File: src/rtl/pong_pkg.sv
// Shared Pong types: FSM states, default playfield geometry and direction encoding.
package pong_pkg;

  localparam int FIELD_W = 16;
  localparam int FIELD_H = 16;
  localparam int PAD_H   = 3;

  typedef enum logic [2:0] {
    ST_IDLE   = 3'd0,
    ST_SERVE  = 3'd1,
    ST_PLAY   = 3'd2,
    ST_SCORED = 3'd3,
    ST_OVER   = 3'd4
  } state_t;

  // One bit per axis: NEG is left / up, POS is right / down.
  localparam logic DIR_NEG = 1'b0;
  localparam logic DIR_POS = 1'b1;

endpackage

File: src/rtl/pong_move_timer.sv
// Edge-detects the 100 Hz divider output into one-cycle ticks and divides ticks into ball steps.
module pong_move_timer #(
  parameter int CNT_W = 4
) (
  input  logic             clk,
  input  logic             rst,
  input  logic             clk_100Hz,
  input  logic             clr,
  input  logic [CNT_W-1:0] period,
  output logic             tick,
  output logic             step
);

  logic             prev;
  logic [CNT_W-1:0] cnt;
  logic             at_end;

  assign tick   = clk_100Hz & ~prev;
  // >= rather than == so a period shrinking under a running count still wraps.
  assign at_end = (cnt >= period - 1'b1);
  assign step   = tick & at_end & ~clr;

  always_ff @(posedge clk) begin
    if (!rst) begin
      prev <= 1'b1;
      cnt  <= '0;
    end else begin
      prev <= clk_100Hz;
      if (clr)
        cnt <= '0;
      else if (tick)
        cnt <= at_end ? '0 : cnt + 1'b1;
    end
  end

endmodule

File: src/rtl/pong_ball_ctrl.sv
// Ball motion, bounce, paddle collision and scoring FSM for Pong.
// Optional PONG_BALL_SPEEDUP_EN: step period shrinks by one per paddle hit down to MIN_DIV.
module pong_ball_ctrl #(
  parameter int FIELD_W    = pong_pkg::FIELD_W,
  parameter int FIELD_H    = pong_pkg::FIELD_H,
  parameter int PAD_H      = pong_pkg::PAD_H,
  parameter int MOVE_DIV   = 10,
  parameter int MIN_DIV    = 3,
  parameter int HOLD_TICKS = 100,
  parameter int WIN_SCORE  = 7
) (
  input  logic                         clk,
  input  logic                         rst,
  input  logic                         clk_100Hz,
  input  logic                         start,
  input  logic [$clog2(FIELD_H)-1:0]   paddle_l_y,
  input  logic [$clog2(FIELD_H)-1:0]   paddle_r_y,
  output logic [$clog2(FIELD_W)-1:0]   ball_x,
  output logic [$clog2(FIELD_H)-1:0]   ball_y,
  output logic [$clog2(WIN_SCORE+1)-1:0] score_l,
  output logic [$clog2(WIN_SCORE+1)-1:0] score_r,
  output logic                         point_l,
  output logic                         point_r,
  output logic                         game_over
);
  import pong_pkg::*;

  localparam int XW = $clog2(FIELD_W);
  localparam int YW = $clog2(FIELD_H);
  localparam int SW = $clog2(WIN_SCORE+1);
  localparam int PW = $clog2(MOVE_DIV+1);
  localparam int HW = $clog2(HOLD_TICKS);

  localparam logic [XW-1:0] X_MID    = XW'(FIELD_W/2);
  localparam logic [XW-1:0] X_LO     = XW'(1);
  localparam logic [XW-1:0] X_HI     = XW'(FIELD_W-2);
  localparam logic [YW-1:0] Y_MID    = YW'(FIELD_H/2);
  localparam logic [YW-1:0] Y_BOT    = YW'(FIELD_H-1);
  localparam logic [YW-1:0] PAD_MAX  = YW'(FIELD_H-PAD_H);
  localparam logic [SW-1:0] S_WIN    = SW'(WIN_SCORE);
  localparam logic [HW-1:0] HOLD_END = HW'(HOLD_TICKS-1);

  if (MIN_DIV < 1 || MIN_DIV > MOVE_DIV) begin : g_bad_div
    $error("pong_ball_ctrl: MIN_DIV must be in 1..MOVE_DIV");
  end

  state_t        state;
  logic          dx, dy, ndy;
  logic [YW-1:0] pl, pr, ny;
  logic [HW-1:0] hold_cnt;
  logic          tick, step, clr, move, win, at_left, at_right, hit_l, hit_r;
  logic [PW-1:0] period;

  assign win       = (score_l == S_WIN) || (score_r == S_WIN);
  assign move      = step && (state == ST_SERVE || state == ST_PLAY);
  assign at_left   = (dx == DIR_NEG) && (ball_x == X_LO);
  assign at_right  = (dx == DIR_POS) && (ball_x == X_HI);
  assign game_over = (state == ST_OVER);

  always_comb begin
    pl  = (paddle_l_y > PAD_MAX) ? PAD_MAX : paddle_l_y;
    pr  = (paddle_r_y > PAD_MAX) ? PAD_MAX : paddle_r_y;
    ndy = dy;
    if (dy == DIR_POS) begin
      if (ball_y == Y_BOT) begin
        ny  = Y_BOT - 1'b1;
        ndy = DIR_NEG;
      end else
        ny = ball_y + 1'b1;
    end else begin
      if (ball_y == '0) begin
        ny  = YW'(1);
        ndy = DIR_POS;
      end else
        ny = ball_y - 1'b1;
    end
    hit_l = (int'(ny) >= int'(pl)) && (int'(ny) <= int'(pl) + PAD_H - 1);
    hit_r = (int'(ny) >= int'(pr)) && (int'(ny) <= int'(pr) + PAD_H - 1);
  end

  // Step counter and ball placement restart together on every entry to SERVE.
  always_comb begin
    clr = 1'b0;
    case (state)
      ST_IDLE, ST_OVER: clr = start;
      ST_SCORED:        clr = tick && (hold_cnt == HOLD_END) && !win;
      default:          clr = 1'b0;
    endcase
  end

`ifdef PONG_BALL_SPEEDUP_EN
  logic paddle_hit;
  assign paddle_hit = move && ((at_left && hit_l) || (at_right && hit_r));

  always_ff @(posedge clk) begin
    if (!rst)
      period <= PW'(MOVE_DIV);
    else if (clr)
      period <= PW'(MOVE_DIV);
    else if (paddle_hit && period > PW'(MIN_DIV))
      period <= period - 1'b1;
  end
`else
  assign period = PW'(MOVE_DIV);
`endif

  pong_move_timer #(.CNT_W(PW)) u_timer (
    .clk       (clk),
    .rst       (rst),
    .clk_100Hz (clk_100Hz),
    .clr       (clr),
    .period    (period),
    .tick      (tick),
    .step      (step)
  );

  always_ff @(posedge clk) begin
    if (!rst) begin
      state    <= ST_IDLE;
      ball_x   <= X_MID;
      ball_y   <= Y_MID;
      dx       <= DIR_NEG;
      dy       <= DIR_POS;
      score_l  <= '0;
      score_r  <= '0;
      point_l  <= 1'b0;
      point_r  <= 1'b0;
      hold_cnt <= '0;
    end else begin
      point_l <= 1'b0;
      point_r <= 1'b0;
      case (state)
        ST_IDLE, ST_OVER: if (start) begin
          state   <= ST_SERVE;
          score_l <= '0;
          score_r <= '0;
          dx      <= DIR_NEG;
        end
        ST_SERVE: if (step) state <= ST_PLAY;
        ST_SCORED: if (tick) begin
          if (hold_cnt == HOLD_END) begin
            hold_cnt <= '0;
            state    <= win ? ST_OVER : ST_SERVE;
          end else
            hold_cnt <= hold_cnt + 1'b1;
        end
        default: ;
      endcase

      // dx is left alone on serve after a point: it already points at the conceding side.
      if (clr) begin
        ball_x <= X_MID;
        ball_y <= Y_MID;
        dy     <= DIR_POS;
      end

      if (move) begin
        if (at_left && !hit_l) begin
          score_r  <= (score_r == S_WIN) ? S_WIN : score_r + 1'b1;
          point_r  <= 1'b1;
          state    <= ST_SCORED;
          hold_cnt <= '0;
        end else if (at_right && !hit_r) begin
          score_l  <= (score_l == S_WIN) ? S_WIN : score_l + 1'b1;
          point_l  <= 1'b1;
          state    <= ST_SCORED;
          hold_cnt <= '0;
        end else begin
          ball_y <= ny;
          dy     <= ndy;
          if (at_left) begin
            ball_x <= X_LO + 1'b1;
            dx     <= DIR_POS;
          end else if (at_right) begin
            ball_x <= X_HI - 1'b1;
            dx     <= DIR_NEG;
          end else
            ball_x <= (dx == DIR_POS) ? ball_x + 1'b1 : ball_x - 1'b1;
        end
      end
    end
  end

endmodule

File: config.mk
export PLATFORM = sky130hd
export DESIGN_NAME = pong_ball_ctrl
export DESIGN_NICKNAME = d
export VERILOG_FILES = /design/src/rtl/pong_pkg.sv /design/src/rtl/pong_move_timer.sv /design/src/rtl/pong_ball_ctrl.sv
export SDC_FILE = /design/constraint.sdc
export NUM_CORES = 1
export LEC_CHECK = 0
export CAP_MARGIN = 20
export CORE_UTILIZATION = 45
export CTS_CLUSTER_DIAMETER = 80
export CTS_CLUSTER_SIZE = 16
export DETAILED_ROUTE_END_ITERATION = 10
export GPL_TIMING_DRIVEN = 0
export PLACE_DENSITY = 0.63
export SLEW_MARGIN = 5
export SYNTH_ARGS = -nofsm -noshare
export SYNTH_HDL_FRONTEND = slang
export SYNTH_HIERARCHICAL = 1
export SYNTH_SLANG_ARGS = --single-unit
File: constraint.sdc
create_clock -name clk -period 3.1 [get_ports clk]
set_clock_uncertainty 0.05 [all_clocks]
set_input_delay 0.62 -clock clk [delete_from_list [all_inputs] [get_ports clk]]
set_output_delay 0.62 -clock clk [all_outputs]
set_load 0.1 [all_outputs]
# == Word-level counts from Yosys, hierarchy flattened ==
# Cells that the tools add are included.
# word_totals
regBits,33
out_inout_bits,17
elab_cells,129
input_bits,12
# op_classes
muxes,60
reduce_logical,20
n_eq_ne,10
addsub,12
bitwise_logic,8
magnitude_cmp,7
# op_table
cell,n
$mux W4,17
$mux W3,19
$mux W7,6
$mux W1,16
$add A4 B1 Y4 const B,3
$le A5 B6 Y1,2
$sub A5 B1 Y6 const B,2
$add A4 B2 Y5 const B,2
$eq A3 B3 Y1 const B,3
$logic_and A1 B1 Y1,9
$pmux W3 S3,1
$eq A4 B4 Y1 const B,2
$ge A4 B4 Y1,2
$gt A4 B4 Y1 const B,2
$sub A4 B1 Y4 const B,2
$add A7 B1 Y7 const B,1
$eq A7 B7 Y1 const B,1
$add A3 B1 Y3 const B,2
$eq A3 B2 Y1 const B,2
$not A1 Y1,5
$eq A4 B1 Y1 const B,1
$ge A4 B4 Y1 const B,1
$logic_not A4 Y1,1
$reduce_or A2 Y1,2
other kinds (8),13

# == Longest topological paths before layout ==
# depth
ltp_word,12
ltp_mapped,15
ltp_nobuf,14

# == Modules after synthesis ==
# Netlist, hierarchy kept.
# modules_own_cells
module,seq_area_each_um2,area_each_um2,instances,cells_per_inst
pong_ball_ctrl,560.5,2114.5,1,272
pong_move_timer,100.1,394.1,1,44

# == Worst setup path after synthesis ==
# Ideal clock, no wire load.
# synth_timing
path_kind,reg2reg
start,register ball_y[0]
end,register score_r[0]
path_slack_ps,-423
period_less_slack_ps,3523
t_required_ps,2977
arrival_ps,3400
stages_incl_launch_ff,15
setup_time_ps,73
path_buffers,0
cell_sequence,dfxtp_1 ha_1 nand2_1 nand2_1 a22o_1 nor2_1 a21oi_1 ha_1 o21bai_1 a21o_1 a21oi_1 a41oi_1 o21ai_4 nor2_1 mux2i_1
# synth_via
elab_chain_len,9
word_cells_on_any_way,14
cone_classes,add/sub (2); order compare (2); eq/ne (1); mux (5); reduce/logical (4)
# synth_lines
element,line_no,text
start: declaration,pong_ball_ctrl.sv:19,"output logic [$clog2(FIELD_H)-1:0] ball_y,"
start signal: assignment,pong_ball_ctrl.sv:169,ball_y <= ny;
$sub A4 B1 Y4 (tied with other cells),pong_ball_ctrl.sv:75,ny = ball_y - 1'b1;
"$mux W4, on equally long branches","pong_ball_ctrl.sv:71, pong_ball_ctrl.sv:65",
$mux W4 (*),pong_ball_ctrl.sv:64,if (dy == DIR_POS) begin
$le A5 B6 Y1 or $ge A4 B4 Y1 (tied branches),pong_ball_ctrl.sv:77,hit_l = (int'(ny) >= int'(pl)) && (int'(ny) <= int'(pl) + PAD_H - 1);
$logic_and A1 B1 Y1 (*),pong_ball_ctrl.sv:77,
$logic_not A1 Y1 (*),pong_ball_ctrl.sv:158,if (at_left && !hit_l) begin
$logic_and A1 B1 Y1 (*),pong_ball_ctrl.sv:158,
$mux W3 (*),pong_ball_ctrl.sv:158,
$mux W3 (*),pong_ball_ctrl.sv:157,if (move) begin
end signal: assignment,pong_ball_ctrl.sv:159,score_r <= (score_r == S_WIN) ? S_WIN : score_r + 1'b1;
end: declaration,pong_ball_ctrl.sv:21,"output logic [$clog2(WIN_SCORE+1)-1:0] score_r,"
# Every way passes the cells marked *; elsewhere a longest branch is shown, timed or not.
# A chain may end at the register's enable or synchronous reset.

# == Worst setup path after layout ==
# layout_timing
start,register ball_y[0]
end,register ball_y[2]
# layout_via
elab_chain_len,10
word_cells_on_any_way,20
cone_classes,add/sub (2); order compare (4); eq/ne (1); mux (6); reduce/logical (7)
# layout_lines
element,line_no,text
$sub A4 B1 Y4 (tied with other cells),pong_ball_ctrl.sv:75,
"$mux W4, on equally long branches","pong_ball_ctrl.sv:71, pong_ball_ctrl.sv:65",
$mux W4 (*),pong_ball_ctrl.sv:64,
$le A5 B6 Y1 or $ge A4 B4 Y1 (tied branches),pong_ball_ctrl.sv:78,hit_r = (int'(ny) >= int'(pr)) && (int'(ny) <= int'(pr) + PAD_H - 1);
$logic_and A1 B1 Y1,pong_ball_ctrl.sv:78,
$logic_not A1 Y1,pong_ball_ctrl.sv:163,end else if (at_right && !hit_r) begin
$logic_and A1 B1 Y1,pong_ball_ctrl.sv:163,
$mux W4,pong_ball_ctrl.sv:163,
$mux W4 (*),pong_ball_ctrl.sv:158,
$mux W4 (*),pong_ball_ctrl.sv:157,
# Marks and branches as above.

==> results.py <==
metrics = {
    "route": {
        "postRouteAntennaNets": 0,
        "vias": 2271,
        "drc": 0,
        "drt_wl_total_um": 5690,
        "first_pass_iters": 4,
        "viasPerCell": 5.23,
        "drtIter0Drc": 95,
        "avgRoutedWirePerCell_um": 13.1,
    },
    "synthesis": {
        "synth_area_leader_cell": "dfxtp_1",
        "synth_top_cell_area_share_pct": 26.3,
        "synth.avg_cell_area_um2": 7.94,
        "ys.flop_type": "dfxtp_1",
        "ys_warn_count": 6,
        "synth_area_um2": 2510,
        "synth_seq_area_share_pct": 26.3,
        "ys_async_sr_fraction_pct": 0,
        "synthTopCellsByArea": "dfxtp_1 26%, ha_1 14%, nand2_1 7.6%",
        "ys_types": 54,
        "synth-seq-cells": 33,
        "synthCells": 316,
        "synth_edf_count": 0,
    },
    "worst_setup_path": {
        "critPathMaxStageDelay_ns": 0.39,
        "endpoint_kind": "flip-flop",
        "crit_slowest_cell": "dfxtp_4",
        "cp_num_buf_inv": 2,
        "startpoint_type": "flip-flop",
        "crit_path_max_fanout": 8,
        "critPathRequiredTime_ns": 3.24,
        "crit_family": "compound AO/OA/AOI/OAI gates",
        "cp_cell_sequence": "inv_1, ha_2, nand2b_1, a22o_1, nor2_2, a21oi_2, ha_1, a21o_1, a21oi_1, maj3_2, o21ai_4, nand3_4, buf_8, mux2i_2",
        "crit_type": "reg2reg",
        "worstPathArrival_ns": 3.12,
    },
    "clocking": {
        "cts_tree": "yes",
        "clock_latency_ns": 0.28,
        "path_clk_slew_ns": 0.07,
        "cts-root-buf": "clkbuf_8",
        "cts.sinks": 33,
        "cts_buffer_depth": 2,
        "cts_hold_buf": 0,
        "cts_buffers": 5,
        "cts_max_level": 2,
    },
    "timing": {
        "hold_slack_ns": 0.453,
        "fmax_mhz": 336,
        "final_hold_viol_count": 0,
        "slew_headroom_pct": 34.7,
        "worst_slack_ns": 0.122,
        "layout_min_cycle_time_ns": 2.98,
        "worst_pin_slew_ns": 0.977,
        "finalCritPeriodShare_pct": 96.1,
        "drv_slew": 0,
        "setup_viol": 0,
    },
    "global_route": {
        "antenna_found_initial": 0,
        "grt_overflow_total": 0,
        "first_global_vias": 2143,
        "grt_max_degree": 11,
        "grt_pass1_wl_um": 9650,
        "globalRouteTotalUtil_pct": 20.0,
    },
    "layout": {
        "nets": 403,
        "design_area_um2": 3210,
        "areaGrowthSynthToFinish_pct": 28.1,
        "layout_common_cells": "51 x nand2_1, 28 x dfxtp_1, 25 x ha_1, 25 x clkdlybuf4s50_1",
        "num_antenna_cells": 0,
        "drive_above_1_share_pct": 15.1,
        "final_common_cell": "nand2_1",
    },
    "power": {
        "p_total_w": 0.000965,
        "leakage_nw": 1.40,
        "vdd_drop_max_mv": 0.299,
        "power_density_nw_per_um2": 300,
    },
    "job": {
        "drv_cap": 0,
    },
    "place": {
        "gp_congestion": 0.855,
        "pre_cts_ws_ns": -0.435,
        "placed_area_um2": 2910,
        "dpl.hpwl_um": 4090,
        "io_buffers": 28,
    },
    "floorplan": {
        "rows": 26,
        "die_x_um": 76.7,
        "io_pins": 29,
        "dieArea_um2": 5880,
        "die_h_um": 76.7,
        "core_area_um2": 5240,
        "initial_utilization_pct": 47.9,
    },
    "hold_path": {
        "hold_path_class": "reg2reg",
    },
    "outcome": {
        "outcome": "complete, no violations",
    },
}
## cells by family after synthesis
kind of cell	Yosys count	share of synthesized area, %
buffers and inverters	31	5.24
multiplexers	14	5.59
other	2	0.299
AND/OR/NAND/NOR	127	25.1
flip-flops	33	26.3
AO/OA/AOI/OAI	68	18.8
XOR/XNOR	12	4.19
adder cells (fa/ha/maj)	29	14.4
## final cells by class
type	count	area, um^2
well taps	70	87.6
flip-flops and latches	33	672
repair buffers	36	365
plain buffers	10	56.3
clock inverters	1	30.0
fillers	485	2020
multi-input cells	257	1840
inverters	20	75.1
clock buffers	7	86.3
## through the flow
stage / utilization (%) / TNS (ns) / std cells
2_1_floorplan: - / 0 / 321
4_1_cts: 58.1 / 0 / 427
3_3_place_gp: 55.5 / -9.40 / 419
5_1_grt: 61.3 / -0.0447 / 434
3_5_place_dp: 55.5 / -8.93 / 419
6_report: 61.3 / 0 / 434
## synth_stat cells, types with 2 or more instances
cell       n
nor2_1    20
ha_1      28
o211ai_1   8
nand2_1   51
a31o_2     3
clkbuf_1   9
o22ai_1    2
nand2b_1   6
o21ai_0   18
inv_1     19
buf_6      2
nor3b_1    2
a31oi_1    2
mux2i_1   14
nand3_1    8
a21o_1     3
a21oi_1   15
nor3_1     3
o31ai_1    2
xor2_1     5
nand4_1    6
conb_1     2
and3_1     2
and2_1     9
xnor2_1    7
a22o_1     2
dfxtp_1   33
nor2b_1    9
## state kept, by name, indices dropped and copies added, names as in the netlist
| register | cells |
|---|---|
| state | 3 |
| dy | 1 |
| u_timer/prev | 1 |
| score_r | 3 |
| dx | 1 |
| point_l | 1 |
| ball_x | 4 |
| u_timer/cnt | 4 |
| point_r | 1 |
| hold_cnt | 7 |
| score_l | 3 |
| ball_y | 4 |
## worst paths after layout
| check | start | endpoint | slack [ns] | cells after the start |
|---|---|---|---|---|
| setup / recovery | ball_y[0] | ball_y[2] | 0.12 | 14 |
| hold / removal | u_timer/cnt[0] | u_timer/cnt[0] | 0.45 | 2 |
| setup reg to reg | ball_y[0] | ball_y[2] | 0.12 | 14 |
| hold reg to reg | u_timer/cnt[0] | u_timer/cnt[0] | 0.45 | 2 |
## per-layer routing
metal	up-vias	global-route usage, %	routed length [um]
li1	1188	-	-
met1	1050	26.1	2860
met2	28	34.0	2650
met3	5	4.05	135
met4	0	4.04	35
met5	-	0	0
## worst register-to-register path, stage by stage, from the launching register on
cell      delay [ns]
dfxtp_4         0.39
inv_1           0.07
ha_2            0.18
nand2b_1        0.11
a22o_1          0.20
nor2_2          0.05
a21oi_2         0.29
ha_1            0.23
a21o_1          0.14
a21oi_1         0.07
maj3_2          0.34
o21ai_4         0.28
nand3_4         0.13
buf_8           0.16
mux2i_2         0.20
## power breakdown
part / switching (W) / internal, W / leakage [nW]
Clock: 0.000152 / 0.000262 / 0.0585
Sequential: 0.00000140 / 0.000424 / 0.268
Combinational: 0.0000687 / 0.0000564 / 1.08
## what timing repair did
item / CTS / global route
gates resized for setup: 6 / 22
pin swaps: 0 / 10
gates cloned: 0 / 1
setup endpoints to repair: 21 / 25
buffers inserted: 0 / 7
No activity file was read; power rests on OpenSTA's default activity.
